## src/rtl/ball_motion.sv

```systemverilog
// Ball physics stage: frame divider, erase/update/draw sequencer with wall bounce.
// Optional FRICTION_EN: every FRICTION_DIV-th update decays velocity toward zero.
module ball_motion #(
    parameter int unsigned SCREEN_W     = 160,
    parameter int unsigned SCREEN_H     = 120,
    parameter int unsigned BALL_SIZE    = 4,
    parameter int unsigned FRAME_DIV    = 833333,
    parameter int unsigned X_INIT       = 78,
    parameter int unsigned Y_INIT       = 58,
    parameter int unsigned FRICTION_DIV = 8
) (
    input  logic       clk,
    input  logic       reset,
    input  logic       kick,
    input  logic [3:0] kick_vx,
    input  logic [3:0] kick_vy,
    input  logic       plot_ready,
    output logic       plot_valid,
    output logic       plot_erase,
    output logic [7:0] plot_x,
    output logic [6:0] plot_y,
    output logic [7:0] pos_x,
    output logic [6:0] pos_y,
    output logic [3:0] vel_x,
    output logic [3:0] vel_y,
    output logic       frame_tick,
    output logic       overrun
);

    localparam int unsigned X_W   = 8;
    localparam int unsigned Y_W   = 7;
    localparam int unsigned V_W   = 4;
    localparam int unsigned N_W   = 10;
    localparam int unsigned DIV_W = (FRAME_DIV > 1) ? $clog2(FRAME_DIV) : 1;
    localparam int unsigned MAX_X = SCREEN_W - BALL_SIZE;
    localparam int unsigned MAX_Y = SCREEN_H - BALL_SIZE;

    typedef enum logic [1:0] {IDLE, ERASE, UPDATE, DRAW} state_t;

    typedef struct packed {
        logic [X_W-1:0] pos;
        logic [V_W-1:0] vel;
    } axis_t;

    // -(-8) does not fit in 4 bits; clamp to +7
    function automatic logic signed [V_W-1:0] neg_sat(input logic signed [V_W-1:0] v);
        if (v == 4'sb1000) return 4'sd7;
        return -v;
    endfunction

    function automatic axis_t axis_step(input logic [X_W-1:0] pos,
                                        input logic signed [V_W-1:0] vel,
                                        input logic [X_W-1:0] max_pos);
        logic signed [N_W-1:0] n;
        axis_t r;
        n     = $signed({2'b00, pos}) + N_W'(vel);
        r.pos = X_W'(n);
        r.vel = vel;
        if (n < 0) begin
            r.pos = '0;
            r.vel = neg_sat(vel);
        end else if (n > $signed({2'b00, max_pos})) begin
            r.pos = max_pos;
            r.vel = neg_sat(vel);
        end
        return r;
    endfunction

`ifdef FRICTION_EN
    localparam int unsigned FR_W = (FRICTION_DIV > 1) ? $clog2(FRICTION_DIV) : 1;

    function automatic logic [V_W-1:0] toward_zero(input logic signed [V_W-1:0] v);
        if (v > 0) return v - 4'sd1;
        if (v < 0) return v + 4'sd1;
        return v;
    endfunction

    logic [FR_W-1:0] fric_cnt_q, fric_cnt_d;
`endif

    state_t                state_q, state_d;
    logic [DIV_W-1:0]      div_q, div_d;
    logic                  tick_q, tick_d;
    logic                  overrun_q, overrun_d;
    logic [X_W-1:0]        pos_x_q, pos_x_d;
    logic [Y_W-1:0]        pos_y_q, pos_y_d;
    logic signed [V_W-1:0] vel_x_q, vel_x_d, vel_y_q, vel_y_d;
    logic                  pend_q, pend_d;
    logic [V_W-1:0]        pend_vx_q, pend_vx_d, pend_vy_q, pend_vy_d;
    logic                  plot_valid_q, plot_valid_d;
    logic                  plot_erase_q, plot_erase_d;
    logic [X_W-1:0]        plot_x_q, plot_x_d;
    logic [Y_W-1:0]        plot_y_q, plot_y_d;
    logic signed [V_W-1:0] vx_sel, vy_sel;
    axis_t                 ax, ay;

    // Next-state: divider, kick capture and the erase/update/draw sequence
    always_comb begin
        state_d      = state_q;
        overrun_d    = overrun_q;
        pos_x_d      = pos_x_q;
        pos_y_d      = pos_y_q;
        vel_x_d      = vel_x_q;
        vel_y_d      = vel_y_q;
        pend_d       = pend_q;
        pend_vx_d    = pend_vx_q;
        pend_vy_d    = pend_vy_q;
        plot_valid_d = plot_valid_q;
        plot_erase_d = plot_erase_q;
        plot_x_d     = plot_x_q;
        plot_y_d     = plot_y_q;
        vx_sel       = vel_x_q;
        vy_sel       = vel_y_q;
        ax           = '0;
        ay           = '0;
`ifdef FRICTION_EN
        fric_cnt_d   = fric_cnt_q;
`endif

        div_d  = (div_q == DIV_W'(FRAME_DIV - 1)) ? '0 : div_q + DIV_W'(1);
        tick_d = (div_d == DIV_W'(FRAME_DIV - 1));

        if (tick_q && (state_q != IDLE)) overrun_d = 1'b1;

        if (kick) begin
            pend_d    = 1'b1;
            pend_vx_d = kick_vx;
            pend_vy_d = kick_vy;
        end

        case (state_q)
            IDLE: begin
                if (tick_q) begin
                    state_d      = ERASE;
                    plot_valid_d = 1'b1;
                    plot_erase_d = 1'b1;
                    plot_x_d     = pos_x_q;
                    plot_y_d     = pos_y_q;
                end
            end
            ERASE: begin
                if (plot_ready) begin
                    state_d      = UPDATE;
                    plot_valid_d = 1'b0;
                end
            end
            UPDATE: begin
                // A kick arriving this very cycle wins over the pending one
                if (kick) begin
                    vx_sel = $signed(kick_vx);
                    vy_sel = $signed(kick_vy);
                end else if (pend_q) begin
                    vx_sel = $signed(pend_vx_q);
                    vy_sel = $signed(pend_vy_q);
                end
                pend_d = 1'b0;
                ax = axis_step(pos_x_q, vx_sel, X_W'(MAX_X));
                ay = axis_step({1'b0, pos_y_q}, vy_sel, X_W'(MAX_Y));
`ifdef FRICTION_EN
                if (fric_cnt_q == FR_W'(FRICTION_DIV - 1)) begin
                    fric_cnt_d = '0;
                    ax.vel     = toward_zero($signed(ax.vel));
                    ay.vel     = toward_zero($signed(ay.vel));
                end else begin
                    fric_cnt_d = fric_cnt_q + FR_W'(1);
                end
`endif
                pos_x_d      = ax.pos;
                pos_y_d      = Y_W'(ay.pos);
                vel_x_d      = $signed(ax.vel);
                vel_y_d      = $signed(ay.vel);
                state_d      = DRAW;
                plot_valid_d = 1'b1;
                plot_erase_d = 1'b0;
                plot_x_d     = ax.pos;
                plot_y_d     = Y_W'(ay.pos);
            end
            DRAW: begin
                if (plot_ready) begin
                    state_d      = IDLE;
                    plot_valid_d = 1'b0;
                end
            end
            default: state_d = IDLE;
        endcase
    end

    always_ff @(posedge clk) begin
        if (reset) begin
            state_q      <= IDLE;
            div_q        <= '0;
            tick_q       <= 1'b0;
            overrun_q    <= 1'b0;
            pos_x_q      <= X_W'(X_INIT);
            pos_y_q      <= Y_W'(Y_INIT);
            vel_x_q      <= '0;
            vel_y_q      <= '0;
            pend_q       <= 1'b0;
            pend_vx_q    <= '0;
            pend_vy_q    <= '0;
            plot_valid_q <= 1'b0;
            plot_erase_q <= 1'b0;
            plot_x_q     <= '0;
            plot_y_q     <= '0;
        end else begin
            state_q      <= state_d;
            div_q        <= div_d;
            tick_q       <= tick_d;
            overrun_q    <= overrun_d;
            pos_x_q      <= pos_x_d;
            pos_y_q      <= pos_y_d;
            vel_x_q      <= vel_x_d;
            vel_y_q      <= vel_y_d;
            pend_q       <= pend_d;
            pend_vx_q    <= pend_vx_d;
            pend_vy_q    <= pend_vy_d;
            plot_valid_q <= plot_valid_d;
            plot_erase_q <= plot_erase_d;
            plot_x_q     <= plot_x_d;
            plot_y_q     <= plot_y_d;
        end
    end

`ifdef FRICTION_EN
    always_ff @(posedge clk) begin
        if (reset) fric_cnt_q <= '0;
        else       fric_cnt_q <= fric_cnt_d;
    end
`endif

    assign plot_valid = plot_valid_q;
    assign plot_erase = plot_erase_q;
    assign plot_x     = plot_x_q;
    assign plot_y     = plot_y_q;
    assign pos_x      = pos_x_q;
    assign pos_y      = pos_y_q;
    assign vel_x      = vel_x_q;
    assign vel_y      = vel_y_q;
    assign frame_tick = tick_q;
    assign overrun    = overrun_q;

endmodule

```

## config.mk

```make
export PLATFORM = sky130hd
export DESIGN_NAME = ball_motion
export DESIGN_NICKNAME = d
export VERILOG_FILES = /design/src/rtl/ball_motion.sv
export SDC_FILE = /design/constraint.sdc
export NUM_CORES = 1
export LEC_CHECK = 0
export BUFFER_PORTS_ARGS = -buffer_cell sky130_fd_sc_hd__buf_2
export CAP_MARGIN = 20
export CORE_UTILIZATION = 45
export DETAILED_ROUTE_END_ITERATION = 8
export GPL_TIMING_DRIVEN = 0
export PLACE_DENSITY = 0.68
export SETUP_SLACK_MARGIN = 0.5
export SLEW_MARGIN = 20
export SYNTH_ARGS = -nofsm -noshare
export SYNTH_HDL_FRONTEND = slang
export SYNTH_SLANG_ARGS = --single-unit
export TNS_END_PERCENT = 1
```

## constraint.sdc

```tcl
create_clock -name clk -period 10.65 [get_ports clk]
set_input_delay 2.13 -clock clk [delete_from_list [all_inputs] [get_ports clk]]
set_output_delay 2.13 -clock clk [all_outputs]
set_load 0.02 [all_outputs]
```

* Word-level counts from Yosys, hierarchy flattened *
Index checks and enable logic that the tools add are counted.

storage, ports and cells
  latch bits = 0
  register bits = 73
  bits of input ports = 12
  output and inout bits = 42
  memories = 0
  bits in writable memories = 0
  bits in read-only memories = 0
  word-level logic and storage cells = 85

operators by class
  multipliers = 0
  reductions and logical operators = 9
  bitwise operators = 0
  equal/unequal tests = 11
  $lt $le $gt $ge = 4
  multiplexer cells = 41
  shift operators = 0
  add/subtract/negate cells = 5
  divide/modulo/power cells = 0

operators by type and width
  cell                                                                               count
  4-bit 2-to-1 mux                                                                   12
  20-bit equality test (second input constant)                                       2
  12-bit 2-to-1 mux                                                                  2
  11-bit 2-to-1 mux                                                                  2
  20-bit by 1-bit adder with 20-bit output (second input constant)                   1
  20-bit 2-to-1 mux                                                                  1
  8-bit one-hot mux with 2 select lines                                              1
  1-bit 2-to-1 mux                                                                   14
  7-bit one-hot mux with 2 select lines                                              1
  9-bit by 4-bit adder with 10-bit output                                            1
  10-bit by 9-bit greater-than comparator with 1-bit output (second input constant)  1
  10-bit by 1-bit < comparator with 1-bit output (second input constant)             1
  8-bit by 4-bit adder with 9-bit output                                             1
  9-bit by 8-bit greater-than comparator with 1-bit output (second input constant)   1
  9-bit by 1-bit < comparator with 1-bit output (second input constant)              1
  4-bit equality test (second input constant)                                        2
  8-bit 2-to-1 mux                                                                   1
  4-bit negation                                                                     2
  2-bit one-hot mux with 4 select lines                                              1
  7-bit 2-to-1 mux                                                                   1
  2-bit 2-to-1 mux                                                                   3
  2-bit inequality test (second input constant)                                      3
  2-bit equality test (second input constant)                                        2
  2-bit AND reduction                                                                2
  other kinds (9)                                                                    11

* Logic depth before layout (Yosys ltp) *
  depth after elaboration = 12
  depth in mapped cells = 15
  gate-level depth less buffers = 12

* Worst setup path after synthesis *
OpenSTA, ideal clock, no wires.

  path kind = input to register
  from = input kick
  to = register plot_x_q[3] (netlist: plot_x[3])
  arrival time = 5.048 ns
  slack = 5.514 ns
  data required time = 10.562 ns
  setup time = 0.088 ns
  buffers on the path = 3
  stages = 15
  cells stage by stage = clkbuf_2 > buf_6 > nand2_1 > o21a_1 > inv_1 > ha_1 > fa_1 > a211o_1 > a311o_1 > nor4_2 > o32ai_2 > o311a_4 > buf_6 > a211o_2 > a311oi_2

between the ends
  word-level cells in the longest chain between the ends = 7
  elaborated cells on any way between the ends = 8
  classes of those cells = add/sub (1); order compare (2); mux (5)

RTL lines
  element                                                    RTL line  text
  start: declaration                                         14        input logic kick,
  4-bit 2-to-1 mux *                                         149       if (kick) begin
  4-bit 2-to-1 mux *                                         131       case (state_q)
  9-bit by 4-bit adder with 10-bit output *                  56        n = $signed({2'b00, pos}) + N_W'(vel);
  10-bit by 9-bit greater-than comparator with 1-bit output  62        end else if (n > $signed({2'b00, max_pos})) begin
  12-bit 2-to-1 mux                                          62
  12-bit 2-to-1 mux *                                        59        if (n < 0) begin
  8-bit one-hot mux with 2 select lines *                    131
  end signal: assignment                                     219       plot_x_q <= plot_x_d;
  end: declaration                                           92        logic [X_W-1:0] plot_x_q, plot_x_d;

Every way passes the cells marked *; elsewhere a longest branch is shown, timed or not. The select of a mux whose other input is x is not followed.
A chain may end at the register's enable or synchronous reset.

* Worst setup path after layout *
Same ends and word-level chain as after synthesis.

==> flow_summary.toml <==
[finish]
stdcell_area_sq_mm = 0.005030
syn2layout_area_growth_pct = 15.22
nets = 615
antenna_cells = 0
final_cell_mix = "dfxtp_1, nor2_1, buf_2"
stdcell_count = 710
final_common_cell = "dfxtp_1"
layout-drive-gt1-share_pct = 16.87

[drt]
first_pass_iters = 4
via_per_inst = 5.531
vias = 3927
drtIter0Drc = 121
post_drt_wl_per_cell_um = 15.12
route.final.wire_length_um = 10740
drc = 0
ant_nets = 0

[logic_synthesis]
synth_ff_type = "dfxtp_1"
synth_top_family_by_area = "compound AO/OA/AOI/OAI gates"
ys_top_cells_by_area = "dfxtp_1, ha_1, nor2_1"
synth_edf_count = 0
yosys_warnings = 0
yosysTopAreaCell = "dfxtp_1"
synthXorXnorAreaFrac_pct = 5.417
muxShareOfSynthArea_pct = 2.551
synth_top_area_share_pct = 33.48
syn_nets = 552
syn_inst = 513
async_flop_share_pct = 0
syn_area_sq_mm = 0.004365
synth_adder_area_share_pct = 8.083
synth_cell_types = 68
synth_compound_area_share_pct = 22.61
ys_seq_area_share_pct = 33.48
synth-simple-area-share_pct = 22.24
ys_seq_elements = 73
syn_area_per_cell_sq_um = 8.510

[timing]
max_slew_margin_pct = 58.86
setup_viol = 0
drv_slew = 0
fin_crit_ps = 5166
hold_viol_final = 0
worstMarginPinSlew_ps = 612.4
fin_setup_tns_ps = 0
rsz0062_at_grt = "no"
whs_ps = 477.4
fmax_mhz = 193.6
final.period_utilization_pct = 48.51
fin_worst_skew_ps = 14.39

[setup_path]
required_ps = 10910
endpoint_kind = "register"
startpoint_type = "input port"
crit_arrival_ps = 5430
cp_max_fo = 14
critPathKind = "in -> reg"

[min_path]
hold_path.class = "reg -> reg"

[floorplan]
fp.dieH_um = 100.5
core_sq_mm = 0.009328
start_util_pct = 46.80
rows = 35
die_w_um = 100.5
dieArea_sq_mm = 0.01010
io_pins = 54

[grt]
antenna_found_initial = 0
grt_pass1_wl_um = 17570
grt_pass1_vias = 3720
grt_max_degree = 15
grt_use_total_pct = 22.29
grt_overflow = 0

[clocking]
cts.path.max_buffers = 2
holdBufCountCts = 0
cts_buffers = 9
postCtsSetupBuffers = 0
cts-resized-gates = 0
worstSkewPairLatency_ps = 350
cts_tree = "done"
cts-root-buf = "clkbuf_8"
clk_pin_slew_ps = 80
cts.sinks = 73
h-tree-depth = 3

[placed_design]
dp_cells = 694
place_area_sq_mm = 0.004787
dp_hpwl_um = 8196
gp_congestion = 0.8608
numPortBuffers = 52

[power]
power.density_mw_per_mm2 = 151.6
vdd_drop_max_uv = 87.17
power.leakage_uw = 0.002003

[run]
drv_cap = 0

[run_status]
run_status = "complete, no violations"
==> synthesized netlist by cell type, drive strengths merged, types with 3 or more instances <==
library cell,instances
a211o,7
a211oi,21
a21o,5
a21oi,28
a311o,3
a311oi,10
a31oi,11
and3,4
buf,5
clkbuf,20
dfxtp,73
ha,25
inv,21
mux2i,10
nand2,28
nand2b,19
nand3,13
nand3b,5
nand4,5
nor2,66
nor2b,10
nor3,15
nor3b,4
nor4,5
o21a,7
o21ai,17
o21bai,4
o311a,3
o311ai,3
o32ai,4
or2,6
or3,3
xnor2,16
xor2,11
==> per-layer routing <==
layer | track usage (%) | part of all wire, % | routed length [um]
met1 | 27.16 | 45 | 4882
met2 | 39.94 | 49 | 5307
met3 | 4.369 | 4.1 | 441
met4 | 6.020 | 0.98 | 105
met5 | 0 | 0 | 0
==> critical path: stages <==
cell	delay (ps)
clkbuf_2	160
nand2_1	100
o21a_1	190
clkinv_1	390
ha_1	540
o311a_1	430
a211oi_1	390
o32ai_2	180
o311a_4	180
buf_6	150
a211o_2	350
a311oi_2	220
==> cells by family (layout without fill, tap and decap cells) <==
| group | count (synthesis) | after routing |
|---|---|---|
| xor gates and xnor gates | 27 | 27 |
| adders and majority gates | 27 | 27 |
| DFF | 73 | 73 |
| buffers and inverters | 48 | 116 |
| muxes | 11 | 11 |
| and+or+nand+nor | 191 | 191 |
| AOI/OAI and AO/OA | 136 | 136 |
==> registers in the layout, indices dropped and copies added (netlist names), 4 cells and up <==
name,count
div_q,20
plot_x,8
pos_x,8
plot_y,7
pos_y,7
pend_vx_q,4
pend_vy_q,4
vel_x,4
vel_y,4
==> area by class of cell <==
type                    instances  area, sq um
clock buffers                   9        123.9
well taps                     129        161.4
flip-flops and latches         73         1461
inverters                      23        86.33
fillers                       922         4298
plain buffers                  25        158.9
multi-input cells             392         2659
repair buffers                 52        260.3
clock inverters                 7        118.9
==> worst paths after layout <==
path                 from            to  slack, ps  cells past startpoint
max                  kick     plot_x[3]       5480                     12
min reg2reg  pend_vy_q[1]  pend_vy_q[1]        480                      2
min          pend_vy_q[1]  pend_vy_q[1]        480                      2
max reg2reg        pend_q     plot_x[3]       6720                     12
==> metrics by stage <==
step	setup WS (ps)	power (uW)	utilization [%]
5_1_grt	5179	805.7	53.92
6_report	5484	762.8	53.92
3_3_place_gp	5220	500.7	51.32
4_1_cts	5515	766.9	53.92
2_1_floorplan	5514	458.6	-
3_5_place_dp	5156	506.9	51.32
==> power breakdown <==
part	total (uW)	switching, uW	leakage [uW]	internal, uW
clock	260	104	0.000115	155
combinational	204	122	0.00130	82.5
sequential	299	11.6	0.000591	287
Power figures use the tool's default switching activity.
